**src/rtl/cpu_dma.sv**
```systemverilog
// cpu_dma - multi-channel cycle-stealing DMA engine between the 6502 core
// and the system bus. It halts the CPU via cpu_ce, takes over the bus, and
// copies blocks from a 16-bit source to a fixed or incrementing destination.
// Channel 0 (highest priority) serves sprite OAM DMA ($4014 -> $2004).
//
// Optional feature macro: CPU_DMA_ALIGN_EN
//   defined   - an ALIGN dead cycle follows HALT when parity=1 (513/514 for OAM)
//   undefined - no ALIGN state; every transfer takes 1 + 2*N ce cycles
//
// Parameters:
//   CHANNELS  number of channels (1..4), index 0 has highest priority
//   LEN_W     length field width; len=0 means 2^LEN_W bytes
//   DST_INC   bit c=1: channel c destination increments per byte
//
// Ports:
//   clock, reset_n       system clock, synchronous active-low reset
//   ce                   CPU-rate enable; all state advances only when ce=1
//   cpu_A/D/R/W          CPU bus request (address, write data, strobes)
//   cpu_ce               enable to the CPU core
//   A/D/R/W              muxed bus to memory/PPU/APU
//   I                    bus read data, valid in the same ce cycle as A
//   req                  one-clock start pulse per channel
//   src/dst/len          per-channel descriptors, sampled on req
//   busy                 channel currently transferring
//   done                 one-clock pulse when a channel finishes
module cpu_dma #(
    parameter int                  CHANNELS = 2,
    parameter int                  LEN_W    = 8,
    parameter logic [CHANNELS-1:0] DST_INC  = '0
) (
    input  logic                      clock,
    input  logic                      reset_n,
    input  logic                      ce,
    input  logic [15:0]               cpu_A,
    input  logic [7:0]                cpu_D,
    input  logic                      cpu_R,
    input  logic                      cpu_W,
    output logic                      cpu_ce,
    output logic [15:0]               A,
    output logic [7:0]                D,
    output logic                      R,
    output logic                      W,
    input  logic [7:0]                I,
    input  logic [CHANNELS-1:0]       req,
    input  logic [16*CHANNELS-1:0]    src,
    input  logic [16*CHANNELS-1:0]    dst,
    input  logic [LEN_W*CHANNELS-1:0] len,
    output logic [CHANNELS-1:0]       busy,
    output logic [CHANNELS-1:0]       done
);

    localparam int CH_W = (CHANNELS > 1) ? $clog2(CHANNELS) : 1;

    typedef enum logic [2:0] {
        IDLE  = 3'd0,
        HALT  = 3'd1,
`ifdef CPU_DMA_ALIGN_EN
        ALIGN = 3'd2,
`endif
        READ  = 3'd3,
        WRITE = 3'd4
    } state_t;

    state_t state, state_next;

    logic [15:0]      src_q [CHANNELS];
    logic [15:0]      dst_q [CHANNELS];
    logic [LEN_W-1:0] len_q [CHANNELS];

    logic [CHANNELS-1:0] pending;
    logic [CHANNELS-1:0] accept;
    logic [CH_W-1:0]     ch;
    logic [CH_W-1:0]     gnt;
    logic [LEN_W-1:0]    idx;
    logic [7:0]          data;
    logic                grab;
    logic                last;
    logic [15:0]         rd_addr;
    logic [15:0]         wr_addr;

    // Arbitration: lowest pending index wins. Only write-free CPU cycles are
    // stolen, because a halted write would be lost.
    always_comb begin
        gnt = '0;
        for (int c = CHANNELS - 1; c >= 0; c--) begin
            if (pending[c]) gnt = CH_W'(c);
        end
        grab = (state == IDLE) && ce && (|pending) && !cpu_W;
        // A channel being granted this clock is treated as busy so its
        // descriptor cannot change under the transfer that is starting.
        for (int c = 0; c < CHANNELS; c++) begin
            accept[c] = req[c] && !busy[c] && !(grab && (gnt == CH_W'(c)));
        end
    end

    // len=0 wraps to len-1 = all ones, i.e. 2^LEN_W bytes.
    assign last    = (idx == (len_q[ch] - LEN_W'(1)));
    assign rd_addr = src_q[ch] + 16'(idx);
    assign wr_addr = DST_INC[ch] ? (dst_q[ch] + 16'(idx)) : dst_q[ch];

`ifdef CPU_DMA_ALIGN_EN
    // Free-running CPU-cycle parity; decides whether an ALIGN cycle is needed.
    logic parity;

    always_ff @(posedge clock) begin
        if (!reset_n) parity <= 1'b0;
        else if (ce)  parity <= ~parity;
    end
`endif

    always_ff @(posedge clock) begin
        if (!reset_n) state <= IDLE;
        else          state <= state_next;
    end

    always_comb begin
        state_next = state;
        cpu_ce     = 1'b0;
        A          = cpu_A;
        D          = cpu_D;
        R          = 1'b0;
        W          = 1'b0;
        case (state)
            IDLE: begin
                // The grabbed CPU cycle is suppressed by dropping cpu_ce.
                cpu_ce = ce && !grab;
                R      = cpu_R;
                W      = cpu_W;
                if (grab) state_next = HALT;
            end
            HALT: begin
`ifdef CPU_DMA_ALIGN_EN
                if (ce) state_next = parity ? ALIGN : READ;
`else
                if (ce) state_next = READ;
`endif
            end
`ifdef CPU_DMA_ALIGN_EN
            ALIGN: begin
                if (ce) state_next = READ;
            end
`endif
            READ: begin
                A = rd_addr;
                D = data;
                R = 1'b1;
                if (ce) state_next = WRITE;
            end
            WRITE: begin
                A = wr_addr;
                D = data;
                W = 1'b1;
                if (ce) state_next = last ? IDLE : READ;
            end
            default: state_next = IDLE;
        endcase
    end

    // Descriptors are plain data: latched on an accepted request, no reset.
    always_ff @(posedge clock) begin
        for (int c = 0; c < CHANNELS; c++) begin
            if (accept[c]) begin
                src_q[c] <= src[16*c +: 16];
                dst_q[c] <= dst[16*c +: 16];
                len_q[c] <= len[LEN_W*c +: LEN_W];
            end
        end
    end

    always_ff @(posedge clock) begin
        if (!reset_n) begin
            pending <= '0;
            busy    <= '0;
            done    <= '0;
            ch      <= '0;
            idx     <= '0;
            data    <= '0;
        end else begin
            done <= '0;
            for (int c = 0; c < CHANNELS; c++) begin
                if (accept[c]) pending[c] <= 1'b1;
            end
            if (grab) begin
                pending[gnt] <= 1'b0;
                busy[gnt]    <= 1'b1;
                ch           <= gnt;
                idx          <= '0;
            end
            if (ce && (state == READ)) data <= I;
            if (ce && (state == WRITE)) begin
                idx <= idx + LEN_W'(1);
                if (last) begin
                    busy[ch] <= 1'b0;
                    done[ch] <= 1'b1;
                end
            end
        end
    end

endmodule

```
**config.mk**
```make
export PLATFORM = sky130hd
export DESIGN_NAME = cpu_dma
export DESIGN_NICKNAME = d
export VERILOG_FILES = /design/src/rtl/cpu_dma.sv
export SDC_FILE = /design/constraint.sdc
export NUM_CORES = 1
export LEC_CHECK = 0
export ABC_AREA = 1
export CORE_UTILIZATION = 40
export DETAILED_ROUTE_END_ITERATION = 7
export PLACE_DENSITY = 0.69
export SYNTH_ARGS = -nofsm -noshare
export SYNTH_HDL_FRONTEND = slang
export SYNTH_SLANG_ARGS = --single-unit
```
**constraint.sdc**
```tcl
create_clock -name clock -period 3.6 [get_ports clock]
set_clock_uncertainty 0.05 [all_clocks]
set_input_delay 0.72 -clock clock [delete_from_list [all_inputs] [get_ports clock]]
set_output_delay 0.72 -clock clock [all_outputs]
set_load 0.02 [all_outputs]
```
==> results.ini <==
[global_routing]
grt_use_met3 = 0.0536
grt_pass1_vias = 4524
antenna_found_initial = 0
grtUsageTotal = 0.205
grt_use_met1 = 0.245
grt_pass1_wl_mm = 21.1
grt_max_degree = 42
gr-total-overflow = 0
grt_util_met2 = 0.357
busiest_layer = met2

[flow_run]
drv_cap = 0

[clock_network]
htreeDepth = 3
cts_resized = 18
path_clk_slew_ps = 70
cts-root-buf = clkbuf_16
cts_hold_buf = 0
cts_setup_buffers = 0
cts.sinks = 107
cts_buffers = 9
cts_buffer_depth = 2
cts_tree = yes
clk-insertion-delay-late_ps = 350

[place]
postPlaceCellArea_um2 = 7100
place_worst_setup_slack_ps = 16.2
place_congestion = 0.951
dpl.hpwl_mm = 10.2
io_buffers = 149

[yosys]
synth.most_common_cell = nand2_1
synth_top_cells_by_count = 160 x nand2_1, 80 x edfxtp_1, 67 x inv_1
yosysTopAreaCell = edfxtp_1
async_flop_share = 0
avgSynthCellArea_um2 = 8.96
synth_cell_types = 41
synthDominantCellAreaShare = 0.454
synthFlopType = edfxtp_1
synth-seq-cells = 107
syn_inst = 591
ys_top_cells_by_area = edfxtp_1 45%, nand2_1 11%, dfxtp_1 10%
syn-cell-area_um2 = 5290
yosysWarnings = 0
syn_nets = 721
seq_area_frac_synth = 0.556
synth_edf_count = 80

[timing]
finalMaxSlewViolations = 0
finalSetupViolations = 0
fin_ws_ps = 163
tightest_slew_ps = 486
rsz0062_at_grt = yes
max_freq_mhz = 291
hold_ws_ps = 402
relSlewSlack = 0.675
min_period_ps = 3440
finalCritPeriodShare = 0.955
finalHoldViolations = 0

[floorplan]
die_y_um = 117
initial_core_util = 0.414
core_um2 = 12800
io-pin-count = 150
die_w_um = 117
dieArea_um2 = 13700
rows = 41

[route]
wl_mm = 13.4
drc = 0
first_iter_violations = 246
post_drt_wl_per_cell_um = 14.4
ant_nets = 0
vias = 4568
viasPerCell = 4.90
drtPass1Iterations = 5

[finish]
antenna_cells = 0
utilization = 0.577
drive_gt1_frac = 0.106
fin_area_um2 = 7370
nNetsFinal = 886
fillCellCount = 1090
area_delta_synth_final_pct = 39.3

[worst_setup_path]
r2r-end = state[1]$_SDFFE_PN0P_
critPathKind = register to output pin
crit_required_ps = 2830
rrSetupSlack_ps = 1310
rr_worst_depth = 17
end_kind = output pin
crit_path_start_kind = register
critPathMaxFanout = 10
arrival_ps = 2670

[min_path]
hold_start = data[4]$_SDFFE_PN0P_
hold_depth = 2
min_path_type = register to register
hold_end = data[4]$_SDFFE_PN0P_

[power]
power.leakage_nw = 2.99
powerDensity_nw_per_um2 = 430
vdd_drop_max_mv = 0.247

[run_status]
status = finished clean

critical path: stages, from the launching register on:
cell             delay, ps
dfxtp_4                390
inv_6                   50
nand2_1                 60
nand2_1                 60
ha_1                   210
fa_2                   370
or2_2                  310
nand3_1                110
o311ai_0               170
clkdlybuf4s50_1        580
layout make-up:
cell class	instances	area [um2]	share of cell area
inverters	70	268	0.0363
clock buffers	11	233	0.0316
repair buffers	173	1670	0.226
multi-input cells	395	1990	0.270
clock inverters	5	53.8	0.00730
well taps	172	215	0.0292
flip-flops and latches	107	2950	0.400
report_power, final:
part | internal [mW] | switching (mW)
sequential | 1.44 | 0.0341
combinational | 0.324 | 0.409
clock | 0.536 | 0.426
total | 2.30 | 0.869
metrics by stage:
| stage | instances | TNS, ps | power (mW) |
|---|---|---|---|
| 6_report | 933 | 0 | 3.17 |
| 5_1_grt | 933 | -1.40 | 3.33 |
| 4_1_cts | 933 | 0 | 3.20 |
| 3_5_place_dp | 917 | 0 | 2.24 |
| 3_3_place_gp | 917 | 0 | 2.22 |
| 2_1_floorplan | 591 | 0 | 1.90 |
metal layers:
layer	routed length (um)	up-vias
met5	0	-
met4	233	0
met3	876	16
met2	6600	141
met1	5700	2107
li1	-	2304
logic make-up (layout without fill, tap and decap cells):
kind of cell               count (synthesis)  in the layout  share of synthesized area
buffers and inverters                     89            259                     0.0716
DFF                                      107            107                      0.556
and+or+nand+nor                          286            286                      0.231
xor gates and xnor gates                   5              5                    0.00827
adders and majority gates                 11             11                     0.0274
muxes                                      1              1                    0.00189
AOI/OAI and AO/OA                         92             92                      0.104
how the worst max path moves through the flow:
stage,from,end,slack [ps],depth (start not counted)
after floorplan,register,A[10],390,12
after global placement,register,A[7],120,15
after detailed placement,register,A[8],20,11
after CTS,register,A[7],20,15
after global routing,register,A[5],-1,13
final,register,A[2],160,9
placed cells by master, fill, tap and decap left out, types with 2 or more instances in the layout:
cell	Yosys	final
o31ai_1	2	2
clkbuf_16	0	9
or2_1	3	3
o21bai_1	2	2
or2_2	13	13
clkinvlp_4	0	2
o211ai_1	6	6
ha_1	10	10
nand2_1	160	160
clkdlybuf4s15_1	0	2
nor3_1	3	3
o21ai_2	4	5
o21ai_1	1	5
dlygate4sd2_1	0	4
o311ai_0	6	6
buf_4	0	22
nand4_1	4	4
xor2_1	4	4
nand3_2	2	2
clkdlybuf4s50_1	0	137
nor2_2	3	4
buf_12	0	2
clkinv_1	0	2
inv_2	2	2
clkbuf_1	10	2
o21ai_0	34	29
nand2_2	5	5
a21oi_1	28	27
a211oi_1	3	3
nand3_1	41	41
clkbuf_2	0	5
inv_1	67	66
edfxtp_1	80	80
dfxtp_1	27	26
nor2_1	50	49
flip-flops by register name, summed over array words and instances (netlist names), named ones only:
signal   flops
src_q       32
busy         2
pending      2
len_q       16
dst_q       32
idx          8
ch           1
state        3
done         2
data         8
(Power assumes the default switching activity.)
